--- config.mk ---
export PLATFORM = sky130hd
export DESIGN_NAME = puf_challenge_sequencer_flat
export DESIGN_NICKNAME = d
export VERILOG_FILES = /design/src/rtl/puf_challenge_sequencer_if.sv /design/src/rtl/puf_challenge_sequencer.sv /design/src/flat_wrapper.sv
export SDC_FILE = /design/constraint.sdc
export NUM_CORES = 1
export LEC_CHECK = 0
export ABC_AREA = 1
export CELL_PAD_IN_SITES_DETAIL_PLACEMENT = 1
export CELL_PAD_IN_SITES_GLOBAL_PLACEMENT = 2
export CORE_MARGIN = 1
export CORE_UTILIZATION = 33
export CTS_BUF_LIST = sky130_fd_sc_hd__clkbuf_2 sky130_fd_sc_hd__clkbuf_4 sky130_fd_sc_hd__clkbuf_8
export DETAILED_ROUTE_END_ITERATION = 10
export PLACE_DENSITY_LB_ADDON = 0.1
export SETUP_SLACK_MARGIN = 0.1
export SYNTH_ARGS = -nofsm -noshare
export SYNTH_HDL_FRONTEND = slang
export SYNTH_SLANG_ARGS = --single-unit
--- constraint.sdc ---
create_clock -name clock -period 5.3 [get_ports clock]
set_input_delay 0.53 -clock clock [delete_from_list [all_inputs] [get_ports clock]]
set_output_delay 0.53 -clock clock [all_outputs]
set_load 0.02 [all_outputs]
--- src/rtl/puf_challenge_sequencer_if.sv ---
// Bundle of the command, PUF-array and response signals around the challenge sequencer.
// The master modport is the sequencer's view; the slave modport is its environment's view.
interface puf_challenge_sequencer_if;
  // Host command side
  logic        start;
  logic        abort;
  logic [7:0]  base_challenge;
  logic [8:0]  num_challenges;
  logic [31:0] enable_mask;
  logic        busy;
  logic        seq_done;
  logic [7:0]  timeout_count;
  // PUF array side
  logic [7:0]  puf_challenge;
  logic [31:0] puf_enable;
  logic        puf_restart;
  logic        puf_all_done;
  logic [7:0]  puf_out;
  // Response link
  logic        resp_valid;
  logic        resp_ready;
  logic [7:0]  resp_data;
  logic [7:0]  resp_challenge;
  logic        resp_timeout;

  modport master (
    input  start, abort, base_challenge, num_challenges, enable_mask,
    input  puf_all_done, puf_out, resp_ready,
    output busy, seq_done, timeout_count,
    output puf_challenge, puf_enable, puf_restart,
    output resp_valid, resp_data, resp_challenge, resp_timeout
  );

  modport slave (
    output start, abort, base_challenge, num_challenges, enable_mask,
    output puf_all_done, puf_out, resp_ready,
    input  busy, seq_done, timeout_count,
    input  puf_challenge, puf_enable, puf_restart,
    input  resp_valid, resp_data, resp_challenge, resp_timeout
  );
endinterface

--- src/rtl/puf_challenge_sequencer.sv ---
// Steps the parallel PUF array through a run of challenges: clear, run until done or
// timeout, capture the response and hand it to the host link over valid/ready.
module puf_challenge_sequencer #(
  parameter int unsigned SETTLE_CYCLES  = 4,
  parameter int unsigned TIMEOUT_CYCLES = 65535
) (
  input  logic                       clock,
  input  logic                       computer_reset,
  puf_challenge_sequencer_if.master  seq_if
);

  localparam logic [15:0] SettleLast  = 16'(SETTLE_CYCLES);
  localparam logic [15:0] TimeoutLast = 16'(TIMEOUT_CYCLES);

  typedef enum logic [2:0] {StIdle, StClear, StRun, StEmit, StDone} state_e;

  state_e      state_q, state_d;
  logic        busy_q, busy_d;
  logic        seq_done_q, seq_done_d;
  logic [7:0]  timeout_count_q, timeout_count_d;
  logic [7:0]  puf_challenge_q, puf_challenge_d;
  logic [31:0] puf_enable_q, puf_enable_d;
  logic        puf_restart_q, puf_restart_d;
  logic        resp_valid_q, resp_valid_d;
  logic [7:0]  resp_data_q, resp_data_d;
  logic [7:0]  resp_challenge_q, resp_challenge_d;
  logic        resp_timeout_q, resp_timeout_d;
  logic [31:0] mask_q, mask_d;
  logic [8:0]  remaining_q, remaining_d;
  // Shared by CLEAR (settle count) and RUN (timeout count); both start at 1 on entry.
  logic [15:0] cnt_q, cnt_d;

  // Next-state and registered-output computation; abort overrides everything outside IDLE.
  always_comb begin
    state_d          = state_q;
    busy_d           = busy_q;
    seq_done_d       = 1'b0;
    timeout_count_d  = timeout_count_q;
    puf_challenge_d  = puf_challenge_q;
    puf_enable_d     = puf_enable_q;
    puf_restart_d    = puf_restart_q;
    resp_valid_d     = resp_valid_q;
    resp_data_d      = resp_data_q;
    resp_challenge_d = resp_challenge_q;
    resp_timeout_d   = resp_timeout_q;
    mask_d           = mask_q;
    remaining_d      = remaining_q;
    cnt_d            = cnt_q;

    if (state_q != StIdle && seq_if.abort) begin
      state_d       = StIdle;
      busy_d        = 1'b0;
      resp_valid_d  = 1'b0;
      puf_enable_d  = '0;
      puf_restart_d = 1'b0;
    end else begin
      unique case (state_q)
        StIdle: begin
          if (seq_if.start) begin
            mask_d          = seq_if.enable_mask;
            remaining_d     = seq_if.num_challenges;
            puf_challenge_d = seq_if.base_challenge;
            busy_d          = 1'b1;
            timeout_count_d = '0;
            cnt_d           = 16'd1;
            if (seq_if.num_challenges == '0) begin
              state_d    = StDone;
              seq_done_d = 1'b1;
            end else begin
              state_d       = StClear;
              puf_restart_d = 1'b1;
            end
          end
        end
        StClear: begin
          if (cnt_q == SettleLast) begin
            state_d       = StRun;
            puf_restart_d = 1'b0;
            puf_enable_d  = mask_q;
            cnt_d         = 16'd1;
          end else begin
            cnt_d = cnt_q + 16'd1;
          end
        end
        StRun: begin
          if (seq_if.puf_all_done || cnt_q == TimeoutLast) begin
            state_d          = StEmit;
            puf_enable_d     = '0;
            resp_valid_d     = 1'b1;
            resp_data_d      = seq_if.puf_out;
            resp_challenge_d = puf_challenge_q;
            // Done wins over a coincident timeout.
            resp_timeout_d   = ~seq_if.puf_all_done;
            if (!seq_if.puf_all_done && timeout_count_q != 8'hFF) begin
              timeout_count_d = timeout_count_q + 8'd1;
            end
          end else begin
            cnt_d = cnt_q + 16'd1;
          end
        end
        StEmit: begin
          if (seq_if.resp_ready) begin
            resp_valid_d = 1'b0;
            remaining_d  = remaining_q - 9'd1;
            if (remaining_q == 9'd1) begin
              state_d    = StDone;
              seq_done_d = 1'b1;
            end else begin
              state_d         = StClear;
              puf_challenge_d = puf_challenge_q + 8'd1;
              puf_restart_d   = 1'b1;
              cnt_d           = 16'd1;
            end
          end
        end
        StDone: begin
          state_d = StIdle;
          busy_d  = 1'b0;
        end
        default: state_d = StIdle;
      endcase
    end
  end

  // State and output registers with asynchronous active-low reset.
  always_ff @(posedge clock or negedge computer_reset) begin
    if (!computer_reset) begin
      state_q          <= StIdle;
      busy_q           <= 1'b0;
      seq_done_q       <= 1'b0;
      timeout_count_q  <= '0;
      puf_challenge_q  <= '0;
      puf_enable_q     <= '0;
      puf_restart_q    <= 1'b0;
      resp_valid_q     <= 1'b0;
      resp_data_q      <= '0;
      resp_challenge_q <= '0;
      resp_timeout_q   <= 1'b0;
      mask_q           <= '0;
      remaining_q      <= '0;
      cnt_q            <= '0;
    end else begin
      state_q          <= state_d;
      busy_q           <= busy_d;
      seq_done_q       <= seq_done_d;
      timeout_count_q  <= timeout_count_d;
      puf_challenge_q  <= puf_challenge_d;
      puf_enable_q     <= puf_enable_d;
      puf_restart_q    <= puf_restart_d;
      resp_valid_q     <= resp_valid_d;
      resp_data_q      <= resp_data_d;
      resp_challenge_q <= resp_challenge_d;
      resp_timeout_q   <= resp_timeout_d;
      mask_q           <= mask_d;
      remaining_q      <= remaining_d;
      cnt_q            <= cnt_d;
    end
  end

  assign seq_if.busy           = busy_q;
  assign seq_if.seq_done       = seq_done_q;
  assign seq_if.timeout_count  = timeout_count_q;
  assign seq_if.puf_challenge  = puf_challenge_q;
  assign seq_if.puf_enable     = puf_enable_q;
  assign seq_if.puf_restart    = puf_restart_q;
  assign seq_if.resp_valid     = resp_valid_q;
  assign seq_if.resp_data      = resp_data_q;
  assign seq_if.resp_challenge = resp_challenge_q;
  assign seq_if.resp_timeout   = resp_timeout_q;

endmodule

--- src/flat_wrapper.sv ---
// flat-port wrapper written by rule: the top's interface ports become plain ports
module puf_challenge_sequencer_flat 
#(
  parameter int unsigned SETTLE_CYCLES  = 4,
  parameter int unsigned TIMEOUT_CYCLES = 65535
)
  (clock, computer_reset, seq_if_start, seq_if_abort, seq_if_base_challenge, seq_if_num_challenges, seq_if_enable_mask, seq_if_puf_all_done, seq_if_puf_out, seq_if_resp_ready, seq_if_busy, seq_if_seq_done, seq_if_timeout_count, seq_if_puf_challenge, seq_if_puf_enable, seq_if_puf_restart, seq_if_resp_valid, seq_if_resp_data, seq_if_resp_challenge, seq_if_resp_timeout);
  puf_challenge_sequencer_if seq_if_i ();
  input  logic clock;
  input  logic computer_reset;
  input wire logic [$bits(seq_if_i.start)-1:0] seq_if_start;
  input wire logic [$bits(seq_if_i.abort)-1:0] seq_if_abort;
  input wire logic [$bits(seq_if_i.base_challenge)-1:0] seq_if_base_challenge;
  input wire logic [$bits(seq_if_i.num_challenges)-1:0] seq_if_num_challenges;
  input wire logic [$bits(seq_if_i.enable_mask)-1:0] seq_if_enable_mask;
  input wire logic [$bits(seq_if_i.puf_all_done)-1:0] seq_if_puf_all_done;
  input wire logic [$bits(seq_if_i.puf_out)-1:0] seq_if_puf_out;
  input wire logic [$bits(seq_if_i.resp_ready)-1:0] seq_if_resp_ready;
  output wire logic [$bits(seq_if_i.busy)-1:0] seq_if_busy;
  output wire logic [$bits(seq_if_i.seq_done)-1:0] seq_if_seq_done;
  output wire logic [$bits(seq_if_i.timeout_count)-1:0] seq_if_timeout_count;
  output wire logic [$bits(seq_if_i.puf_challenge)-1:0] seq_if_puf_challenge;
  output wire logic [$bits(seq_if_i.puf_enable)-1:0] seq_if_puf_enable;
  output wire logic [$bits(seq_if_i.puf_restart)-1:0] seq_if_puf_restart;
  output wire logic [$bits(seq_if_i.resp_valid)-1:0] seq_if_resp_valid;
  output wire logic [$bits(seq_if_i.resp_data)-1:0] seq_if_resp_data;
  output wire logic [$bits(seq_if_i.resp_challenge)-1:0] seq_if_resp_challenge;
  output wire logic [$bits(seq_if_i.resp_timeout)-1:0] seq_if_resp_timeout;
  assign seq_if_i.start = seq_if_start;
  assign seq_if_i.abort = seq_if_abort;
  assign seq_if_i.base_challenge = seq_if_base_challenge;
  assign seq_if_i.num_challenges = seq_if_num_challenges;
  assign seq_if_i.enable_mask = seq_if_enable_mask;
  assign seq_if_i.puf_all_done = seq_if_puf_all_done;
  assign seq_if_i.puf_out = seq_if_puf_out;
  assign seq_if_i.resp_ready = seq_if_resp_ready;
  assign seq_if_busy = seq_if_i.busy;
  assign seq_if_seq_done = seq_if_i.seq_done;
  assign seq_if_timeout_count = seq_if_i.timeout_count;
  assign seq_if_puf_challenge = seq_if_i.puf_challenge;
  assign seq_if_puf_enable = seq_if_i.puf_enable;
  assign seq_if_puf_restart = seq_if_i.puf_restart;
  assign seq_if_resp_valid = seq_if_i.resp_valid;
  assign seq_if_resp_data = seq_if_i.resp_data;
  assign seq_if_resp_challenge = seq_if_i.resp_challenge;
  assign seq_if_resp_timeout = seq_if_i.resp_timeout;
  puf_challenge_sequencer #(.SETTLE_CYCLES(SETTLE_CYCLES), .TIMEOUT_CYCLES(TIMEOUT_CYCLES)) u_core (.clock(clock), .computer_reset(computer_reset), .seq_if(seq_if_i));
endmodule
* Word-level counts from Yosys, hierarchy flattened
Cells that the tools add are included.
** Word-level totals
- Register bits after elaboration :: 129
- Bits of input ports :: 63
- Logic and storage cells :: 114
- Output and inout port bits :: 69
** Operators by class
- Bitwise operators :: 2
- Eq/ne operators :: 20
- Reductions and logical operators :: 25
- Add/subtract/negate cells :: 4
- Multiplexer cells :: 49
** Operator list (number)
- $mux 32 :: 3
- $mux 16 :: 5
- $pmux 16 s4 :: 1
- $pmux 32 s2 :: 1
- $mux 8 :: 6
- $pmux 8 s2 :: 2
- $mux 3 :: 7
- $mux 9 :: 2
- $pmux 9 s2 :: 1
- $add 16x1->16 const B :: 1
- $add 8x1->8 const B :: 2
- $eq 16x16->1 const B :: 1
- $eq 16x3->1 const B :: 1
- $mux 1 :: 16
- $ne 3x2->1 const B :: 4
- $pmux 3 s4 :: 1
- $reduce_and 3->1 :: 4
- $reduce_and 6->1 :: 2
- $reduce_bool 3->1 :: 4
- $reduce_and 5->1 :: 2
- $eq 9x1->1 const B :: 1
- $logic_not 9->1 :: 1
- $sub 9x1->9 const B :: 1
- $ne 2x2->1 const B :: 4
- 17 further kinds :: 27

* Depth between registers and ports, before layout
Gate-level depths: netlist (run 1).
- Depth after elaboration :: 5
- Mapped depth :: 13
- Mapped depth without buffers :: 13

* Least setup slack after synthesis (run 1)
Ideal clock, no wire load.
- Path kind :: register to register
- Start point :: register u_core.cnt_q[0]
- End point :: register u_core.puf_enable_q[11], in the netlist u_core.seq_if.puf_enable[11]
- Path buffers :: 2
- Stages on the path, launching flop included :: 12
- Arrival time :: 1572 ps
- Required time :: 5183 ps
- Setup time :: 117 ps
- Path slack :: 3611 ps
- Clock period less this slack :: 1689 ps
- Path through :: dfrtp_1 > ha_1 > nand2_2 > nor2_4 > nand2_2 > nor2_4 > nor2_2 > nand3_2 > buf_6 > buf_6 > nand3_1 > nand2_1
** Between the ends
- Longest elaborated chain between the ends :: 4
- Elaborated cells between the ends (all ways) :: 6
- Classes of those cells :: 4 x eq/ne; 2 x reduce/logical
** Ends and longest elaborated chain
- from (decl) :: line puf_challenge_sequencer.sv:31 : logic [15:0] cnt_q, cnt_d;
- from (signal assigned) :: line puf_challenge_sequencer.sv:156 : cnt_q <= cnt_d;
- $eq 16x16->1 :: line puf_challenge_sequencer.sv:86 : if (seq_if.puf_all_done || cnt_q == TimeoutLast) begin
- $logic_or 1x1->1 :: line puf_challenge_sequencer.sv:86
- $ne 3x1->1 (no line)
- $reduce_and 3->1 (no line) (*)
- to (signal assigned) :: line puf_challenge_sequencer.sv:148 : puf_enable_q <= puf_enable_d;
- to (decl) :: line puf_challenge_sequencer.sv:22 : logic [31:0] puf_enable_q, puf_enable_d;
Every way passes the cells marked *; elsewhere a longest branch is shown, timed or not.
A chain may end at the register's enable or synchronous reset.

* Final worst setup path (run 1)
- Start point :: register u_core.state_q[0]
- End point :: register u_core.puf_enable_q[13], in the netlist u_core.seq_if.puf_enable[13]
** Between the ends
- Longest elaborated chain between the ends :: 4
- Elaborated cells between the ends (all ways) :: 10
- Classes of those cells :: 4 x eq/ne; 2 x mux; 4 x reduce/logical
** Ends and longest elaborated chain
- from (decl) :: line puf_challenge_sequencer.sv:17 : state_e state_q, state_d;
- from (signal assigned) :: line puf_challenge_sequencer.sv:128 : state_q <= StIdle;
- from (signal assigned) :: line puf_challenge_sequencer.sv:143 : state_q <= state_d;
- $reduce_bool 3->1 :: line puf_challenge_sequencer.sv:50 : if (state_q != StIdle && seq_if.abort) begin
- $logic_and 1x1->1 :: line puf_challenge_sequencer.sv:50
- $ne 3x1->1 (no line) / $reduce_bool 3->1 (equally long branches)
- $reduce_and 3->1 (no line)
Several ways; a longest one is shown, not always the timed one.

==> impl_metrics.toml, run 1 <==
[final_layout]
final_common_cell = "sky130_fd_sc_hd__nand2_1"
layout-area-overhead-vs-synth_pct = 27.9
antenna_cells_inserted = 0
num-nets-final = 1084
post_layout_instance_count_excluding_filler_cells = 1293
drive_gt1_share_pct = 7.10
multiInputGateArea_sq_um = 3010
sequential_cell_area_sq_um = 3230
n_fill_cell = 2502
most-common-layout-cells = "sky130_fd_sc_hd__nand2_1 (363), sky130_fd_sc_hd__clkdlybuf4s50_1 (130), sky130_fd_sc_hd__dfrtp_1 (129), sky130_fd_sc_hd__nor2_1 (97), sky130_fd_sc_hd__nand3_1 (68)"

[cts]
clock_latency_ps = 450
numCtsBuffers = 17
post_cts.repair.setup_buffers = 0
clockRootBuffer = "sky130_fd_sc_hd__clkbuf_8"
cts_htree_levels = 4
cts.sink_count = 129
cts_max_path_buffers = 2
post_cts_hold_buffer_count = 0
cts_tree = "yes"
cts.clk_slew.worst_paths_ps = 80
ctsResizeCount = 0

[timing]
setup_repair_after_global_routing_missed_its_margin = "false"
fin_skew_ps = 14.6
worst_margin_slew_ps = 936
finalCriticalPeriod_ps = 2840
worst_slew_slack_as_a_fraction_of_its_limit_pct = 37.5
total_negative_slack_ps = 0
timing_hold_violations_final = 0
final_max_slew_viol_count = 0
clock.fmax_mhz = 352
final_min_period_over_clock_period_pct = 53.5
timing.final.setup_violations = 0

[route]
drt_iter0_markers = 217
met2_length_microns = 8670
detail_route.first_pass.iterations = 4
top_layer = "met4"
route.detailed.wl_per_inst_microns = 14.3
finalWirelength_microns = 18500
vias_per_cell = 4.65
vias = 6007
route.detailed.drc = 0
detail-route-antenna-nets = 0
wirelength_met1_microns = 8990
met3_length_microns = 624

[power_and_ir_drop]
vdd.ir_drop.worst_uv = 195
power_per_cell_area_nw_per_um2 = 545
power.static_leakage_nw = 4.15

[placed_design]
routabilityCongestion = 0.746
dp.cells = 1261
place.detailed.hpwl_microns = 13000
port_buffers = 131

[floorplan]
die_area_sq_um = 20800
boundaryPins = 132
initial_core_utilization_pct = 34.0
die_h_microns = 144
rows = 51
placeableCoreArea_sq_um = 19700
chipWidth_microns = 144

[yosys]
synth_edf_count = 0
synth_ff_type = "sky130_fd_sc_hd__dfrtp_1"
yosysSeqAreaShare_pct = 48.3
synth.cell_area_sq_um = 6690
avg_cell_area_syn_sq_um = 7.44
ys.warnings.count = 0
netlist_instances = 899
synth.distinct_cells = 34
mappedNetlistNets = 968
ys_async_sr_fraction_pct = 100
flop_and_latch_count_out_of_synthesis = 129

[critical_path]
setup.worst_path.start_class = "flip-flop"
endpoint_kind = "flip-flop"
cp_data_arrival_time_ps = 3170
required_ps = 5630
reg_to_reg_endpoint = "u_core.seq_if.puf_enable[13]"
setup.worst_path.class = "flip-flop to flip-flop"
reg2regPathDepth = 8
regToRegStartpoint = "u_core.state_q[0]"
r2r_setup_slack_ps = 2460
cp_max_fo = 38

[grt]
grt_first_pass_wirelength_microns = 30500
globalRoute.totalOverflow = 0
grt_pass1_vias = 6046
gr-usage-all-layers_pct = 18.9
initial_antenna_violation_count = 0
maximum_number_of_pins_on_one_net_before_global_route_repair = 95

[min_path]
min_delay_worst_type = "input port to asynchronous set/reset pin"

[run_status]
status = "completed"

[job]
drv.max_cap_violation_count = 0
cell type report:
class,count,share of cell area (%)
sequential,129,37.7
multi-input combinational,672,35.2
timing repair buffer,134,15.6
tap,265,3.88
clock buffer,17,2.74
inverter,61,2.68
clock inverter,15,2.15
power breakdown:
group,internal [mW],total (mW),switching (mW)
Clock,0.470,0.908,0.438
Combinational,0.791,2.15,1.36
Sequential,1.35,1.60,0.254
state kept, by name (all words and copies together), names as in the netlist:
signal	count
u_core.cnt_q	16
u_core.seq_if.resp_valid	1
u_core.seq_if.timeout_count	8
u_core.seq_if.puf_challenge	8
u_core.remaining_q	9
u_core.state_q	3
u_core.seq_if.puf_restart	1
u_core.seq_if.resp_timeout	1
u_core.seq_if.resp_challenge	8
u_core.seq_if.puf_enable	32
u_core.seq_if.seq_done	1
u_core.seq_if.busy	1
u_core.seq_if.resp_data	8
u_core.mask_q	32
worst max-delay path: stages (launching register included):
cell                      delay [ps]
sky130_fd_sc_hd__dfrtp_1         490
sky130_fd_sc_hd__nor2_4           90
sky130_fd_sc_hd__nand2_2         530
sky130_fd_sc_hd__inv_2           340
sky130_fd_sc_hd__nand3_2         160
sky130_fd_sc_hd__buf_4           370
sky130_fd_sc_hd__nand2_2         460
sky130_fd_sc_hd__nand2_1         190
sky130_fd_sc_hd__nand2_1          70
cell families (layout without fill, tap and decap cells):
group | after synthesis | in the layout | share of synthesized area (%)
AOI/OAI and AO/OA | 86 | 86 | 7.11
buffers and inverters | 98 | 227 | 6.72
DFF | 129 | 129 | 48.3
and+or+nand+nor | 567 | 567 | 35.1
xor gates and xnor gates | 13 | 13 | 1.70
adders and majority gates | 6 | 6 | 1.12
routing by layer:
layer | global-route usage, % | vias up
li1 | - | 3063
met2 | 31.4 | 102
met4 | 5.48 | 0
met1 | 24.8 | 2825
met5 | 0 | -
met3 | 3.54 | 17
worst max path at each step:
stage,from,end,cells after the start,slack [ps]
floorplan,u_core.cnt_q[0],u_core.seq_if.puf_enable[11],11,3610
global placement,u_core.state_q[0],u_core.seq_if.puf_enable[10],8,2450
detailed placement,u_core.state_q[0],u_core.seq_if.puf_enable[13],8,2400
CTS,u_core.state_q[0],u_core.seq_if.puf_enable[13],8,2390
global route,u_core.state_q[0],u_core.seq_if.puf_enable[22],8,2130
finish,u_core.state_q[0],u_core.seq_if.puf_enable[13],8,2460
synthesized netlist by cell type, types with 7 or more instances:
| library cell | number | share of area [%] |
|---|---|---|
| sky130_fd_sc_hd__a21oi_1 | 16 | 1.2 |
| sky130_fd_sc_hd__buf_2 | 14 | 1.0 |
| sky130_fd_sc_hd__buf_6 | 7 | 1.2 |
| sky130_fd_sc_hd__clkbuf_1 | 12 | 0.67 |
| sky130_fd_sc_hd__dfrtp_1 | 129 | 48 |
| sky130_fd_sc_hd__inv_1 | 51 | 2.9 |
| sky130_fd_sc_hd__inv_2 | 10 | 0.56 |
| sky130_fd_sc_hd__nand2_1 | 363 | 20 |
| sky130_fd_sc_hd__nand2_2 | 9 | 0.84 |
| sky130_fd_sc_hd__nand3_1 | 68 | 5.1 |
| sky130_fd_sc_hd__nand4_1 | 8 | 0.75 |
| sky130_fd_sc_hd__nor2_1 | 97 | 5.4 |
| sky130_fd_sc_hd__o21ai_0 | 36 | 2.7 |
| sky130_fd_sc_hd__o21ai_1 | 17 | 1.3 |
| sky130_fd_sc_hd__xor2_1 | 7 | 0.92 |
through the flow:
stage	worst slack (ps)	power, mW	utilization [%]	hold WS, ps	area [sq um]
floorplan	3610	3.02	-	234	6690
global placement	2450	3.78	41.4	457	8140
detailed placement	2400	3.82	41.4	460	8140
CTS	2390	4.74	43.5	194	8550
global route	2130	5.06	43.5	233	8550
finish	2460	4.66	43.5	152	8550
Power figures use the tool's default switching activity.
==> run 2: changes to the inputs <==
Settings changed: CORE_UTILIZATION 33 to 27.
Clock period 5.3 ns to 2.6 ns, I/O delays scaled along.
==> impl_metrics.toml, run 2 (same netlist as run 1, synthesis figures left out) <==
[run_status]
status = "completed"

[placed_design]
place_worst_setup_slack_ps = 423
postPlaceCellArea_sq_um = 8350
place.detailed.hpwl_microns = 14200
port_buffers = 131
routabilityCongestion = 0.730

[cts]
cts_tree = "yes"
numCtsBuffers = 17
cts_htree_levels = 4
cts.clk_slew.worst_paths_ps = 90
cts.sink_count = 129
ctsResizeCount = 0
clock_latency_ps = 450
cts_max_path_buffers = 2
clockRootBuffer = "sky130_fd_sc_hd__clkbuf_8"

[critical_path]
cp_slowest_cell = "sky130_fd_sc_hd__dfrtp_1"
cp_data_arrival_time_ps = 2450
path_common_cell = "sky130_fd_sc_hd__nand2_2"
endpoint_kind = "flip-flop"
setup.worst_path.class = "flip-flop to flip-flop"
required_ps = 2920
cp_max_fo = 15
crit_path_cell_trace = "ha_1 > nand2_2 > nor2_4 > nand2_2 > nor2_4 > nor2_2 > nor2_2 > nand2_2 > buf_4 > nand2_1 > o21ai_1"
setup.worst_path.start_class = "flip-flop"
timing.critical_path.slowest_cell_delay_ps = 430

[final_layout]
drive_gt1_share_pct = 8.34
num-nets-final = 1100
final_common_cell = "sky130_fd_sc_hd__nand2_1"
layout.cell_area.non_filler_sq_um = 8720
most-common-layout-cells = "sky130_fd_sc_hd__nand2_1 (363), sky130_fd_sc_hd__clkdlybuf4s50_1 (130), sky130_fd_sc_hd__dfrtp_1 (129), sky130_fd_sc_hd__nor2_1 (97), sky130_fd_sc_hd__nand3_1 (68)"
layout-area-overhead-vs-synth_pct = 30.4
antenna_cells_inserted = 0

[floorplan]
boundaryPins = 132
chipWidth_microns = 159
initial_core_utilization_pct = 27.5
rows = 57
placeableCoreArea_sq_um = 24300
die_h_microns = 159
die_area_sq_um = 25400

[timing]
timing_hold_violations_final = 0
final_max_slew_viol_count = 0
finalCriticalPeriod_ps = 2130
clock.fmax_mhz = 469
worst_slew_slack_as_a_fraction_of_its_limit_pct = 51.2
total_negative_slack_ps = 0
worst_margin_slew_ps = 731
setup_ws_ps = 468
setup_repair_after_global_routing_missed_its_margin = "false"
timing.final.setup_violations = 0
final_min_period_over_clock_period_pct = 82.0
fin_skew_ps = 19.5

[route]
route.detailed.wl_per_inst_microns = 14.8
route.detailed.drc = 0
detail_route.first_pass.iterations = 4
drt_iter0_markers = 217
finalWirelength_microns = 20300
vias = 6046
detail-route-antenna-nets = 0
vias_per_cell = 4.42

[grt]
gr-usage-all-layers_pct = 16.9
maximum_number_of_pins_on_one_net_before_global_route_repair = 54
grt_pass1_vias = 6429
globalRoute.totalOverflow = 0
grt_first_pass_wirelength_microns = 34300
initial_antenna_violation_count = 0

[power_and_ir_drop]
vdd.ir_drop.worst_uv = 340
power.static_leakage_nw = 4.21
power_per_cell_area_nw_per_um2 = 1100

[job]
drv.max_cap_violation_count = 0

[min_path]
min_delay_worst_type = "input port to flip-flop"
## run 2: worst max-delay path, delay by kind of cell, from the launching register on
family	cells	cell delay (ps)
buffers and inverters	1	270
adder cells (fa/ha/maj)	1	300
AND/OR/NAND/NOR	8	950
flip-flops	1	430
AO/OA/AOI/OAI	1	70
## run 2: final timing paths
check / from / to / slack (ps) / depth (start not counted)
worst max-delay path: u_core.cnt_q[0] / u_core.seq_if.resp_challenge[0] / 470 / 11
worst min-delay path: seq_if_enable_mask[29] / u_core.mask_q[29] / 340 / 3
worst max register to register: u_core.cnt_q[0] / u_core.seq_if.resp_challenge[0] / 470 / 11
worst min register to register: u_core.mask_q[14] / u_core.mask_q[14] / 480 / 2
max in group asynchronous: computer_reset / u_core.seq_if.puf_enable[0] / 1530 / 3
min in group asynchronous: computer_reset / u_core.cnt_q[7] / 360 / 2
## run 2: metrics by stage
stage	hold WS (ps)	instances	util (%)	total power, mW
3_3_place_gp	275	1335	34.3	7.97
2_1_floorplan	-35.6	899	-	6.16
5_1_grt	335	1367	35.9	10.4
4_1_cts	308	1367	35.9	9.77
6_report	344	1367	35.9	9.57
3_5_place_dp	272	1335	34.3	8.03
## run 2: per-layer routing
metal  vias to the layer above  global-route usage [%]  wire length (microns)
li1                       3098                       -                      -
met2                        84                    28.4                   9780
met3                        10                    3.18                    595
met1                      2854                    22.3                   9710
met4                         0                    3.93                    169
met5                         -                       0                      0
## run 2: area by class of cell
| class | count | area [sq um] |
|---|---|---|
| fill | 2990 | 15600 |
| sequential | 129 | 3230 |
| multi-input combinational | 672 | 3010 |
| timing repair buffer | 150 | 1480 |
| tap | 324 | 405 |
| clock buffer | 17 | 234 |
| inverter | 61 | 229 |
| clock inverter | 14 | 131 |
## run 2: what timing repair did
item,4_1_cts,5_1_grt
hold endpoints to repair,49,0
setup endpoints to repair,0,0
hold buffers,1,0
buffers inserted,0,0
## run 2: where the power goes
part	leakage, nW	total [mW]	switching, mW	internal [mW]
combinational	2.37	4.63	2.89	1.74
clock	0.181	1.68	0.915	0.765
sequential	1.66	3.26	0.508	2.75
==> run 3: changes to the inputs <==
Settings changed: CORE_UTILIZATION 27 to 30.
Clock period 2.6 ns to 2 ns, I/O delays scaled along.
==> impl_metrics.toml, run 3 (same netlist as run 1, synthesis figures left out) <==
[critical_path]
cp_max_fo = 7
timing.critical_path.slowest_cell_delay_ps = 660
cp_data_arrival_time_ps = 1590
setup.worst_path.class = "flip-flop to output port"
required_ps = 1800
crit_path_cell_trace = "clkdlybuf4s50_1"
endpoint_kind = "output port"
critical_path.top_delay_family = "buffers and inverters"
critical_path_cell_count = 1
timing.critical_path.buf_inv = 1
setup.worst_path.start_class = "flip-flop"
reg2regPathDepth = 11
cp_slowest_cell = "sky130_fd_sc_hd__clkdlybuf4s50_1"

[floorplan]
boundaryPins = 132
die_area_sq_um = 22900
placeableCoreArea_sq_um = 21800
die_h_microns = 151
initial_core_utilization_pct = 30.7
rows = 54
chipWidth_microns = 151

[placed_design]
routabilityCongestion = 0.764
place.detailed.hpwl_microns = 14200
port_buffers = 131
dp.cells = 1305
place_worst_setup_slack_ps = 55.0

[grt]
initial_antenna_violation_count = 0
grt_pass1_vias = 6367
grt_first_pass_wirelength_microns = 33000
globalRoute.totalOverflow = 0
gr-usage-all-layers_pct = 18.5
maximum_number_of_pins_on_one_net_before_global_route_repair = 53

[timing]
whs_ps = 278
final_min_period_over_clock_period_pct = 89.5
clock.fmax_mhz = 559
final_max_slew_viol_count = 0
setup_repair_after_global_routing_missed_its_margin = "true"
finalCriticalPeriod_ps = 1790
timing.final.setup_violations = 0
worst_margin_slew_ps = 704
total_negative_slack_ps = 0
worst_slew_slack_as_a_fraction_of_its_limit_pct = 53.0
setup_ws_ps = 210
fin_skew_ps = 12.7
timing_hold_violations_final = 0

[cts]
cts_htree_levels = 4
cts_tree = "yes"
numCtsBuffers = 17
cts.sink_count = 129
clock_latency_ps = 450
cts.clk_slew.worst_paths_ps = 80
cts_max_path_buffers = 2
clockRootBuffer = "sky130_fd_sc_hd__clkbuf_8"

[final_layout]
drive_gt1_share_pct = 12.3
num-nets-final = 1122
antenna_cells_inserted = 0
layout-area-overhead-vs-synth_pct = 35.9
most-common-layout-cells = "sky130_fd_sc_hd__nand2_1 (356), sky130_fd_sc_hd__clkdlybuf4s50_1 (130), sky130_fd_sc_hd__dfrtp_1 (123), sky130_fd_sc_hd__nor2_1 (95), sky130_fd_sc_hd__nand3_1 (66)"
final_common_cell = "sky130_fd_sc_hd__nand2_1"
post_layout_instance_count_excluding_filler_cells = 1346

[power_and_ir_drop]
swShare_pct = 43.6
pwr-share-comb_pct = 51.2
power_switching_mw = 5.84
vdd.ir_drop.worst_uv = 600
share_clk_of_total_power_pct = 17.1
power.static_leakage_nw = 4.39
p_int_mw = 7.55
total_power_mw = 13.4
seq_power_share_pct = 31.7
power_per_cell_area_nw_per_um2 = 1470

[route]
drt_iter0_markers = 254
detail_route.first_pass.iterations = 4
vias_per_cell = 4.62
detail-route-antenna-nets = 0
finalWirelength_microns = 20200
route.detailed.drc = 0
route.detailed.wl_per_inst_microns = 15.0
vias = 6220

[min_path]
min_delay_worst_type = "input port to asynchronous set/reset pin"

[job]
drv.max_cap_violation_count = 0

[run_status]
status = "completed"
run 3: changes by cell type in the layout (fill, tap and decap cells not counted), moves of 3 or more:
| cell | delta |
|---|---|
| sky130_fd_sc_hd__buf_12 | +4 |
| sky130_fd_sc_hd__buf_4 | +12 |
| sky130_fd_sc_hd__clkbuf_16 | +3 |
| sky130_fd_sc_hd__clkinv_4 | +3 |
| sky130_fd_sc_hd__dfrtp_1 | -6 |
| sky130_fd_sc_hd__dfrtp_2 | +6 |
| sky130_fd_sc_hd__nand2_1 | -7 |
| sky130_fd_sc_hd__nand2_2 | +5 |
run 3: final timing paths:
check / from / to / slack, ps
worst min register to register: u_core.seq_if.puf_enable[10] / u_core.seq_if.puf_enable[10] / 470
worst max register to register: u_core.cnt_q[1] / u_core.seq_if.puf_enable[28] / 220
worst max-delay path: u_core.seq_if.timeout_count[6] / seq_if_timeout_count[6] / 210
worst min-delay path: computer_reset / u_core.cnt_q[5] / 280
max in group asynchronous: computer_reset / u_core.seq_if.puf_enable[3] / 1040
min in group clock: seq_if_enable_mask[23] / u_core.mask_q[23] / 280
run 3: area by class of cell:
type,instances,area (sq um)
Fill cell,2692,12700
Sequential cell,129,3240
Multi-Input combinational cell,672,3100
Timing Repair Buffer,172,1770
Tap cell,280,350
Clock buffer,18,241
Inverter,61,239
Clock inverter,14,155
run 3: power groups by stage:
stage | sequential (mW) | clock [mW] | combinational (mW)
detailed placement | 4.29 | 0 | 6.34
floorplan | 4.72 | 0 | 3.28
finish | 4.24 | 2.30 | 6.86
CTS | 4.26 | 2.37 | 6.38
global route | 4.37 | 2.48 | 7.72
global placement | 4.28 | 0 | 6.22
run 3: timing repair:
item	in CTS	in global routing
hold buffers	1	0
cloned	0	4
buffers inserted	0	4
endpoints found under the setup margin	32	78
resized for setup	3	35
pin swaps	0	7
hold endpoints to repair	48	0
run 3: metal layers:
metal	track usage [%]	routed length [microns]	up-vias
met2	29.2	9410	85
li1	-	-	3143
met5	0	0	-
met3	3.49	589	16
met1	25.8	10100	2976
met4	4.95	189	0
run 3: through the flow:
stage / instance area [sq um] / utilization (%)
finish: 9090 / 41.7
global route: 9090 / 41.7
CTS: 8850 / 40.5
detailed placement: 8430 / 38.6
global placement: 8430 / 38.6
floorplan: 6690 / -
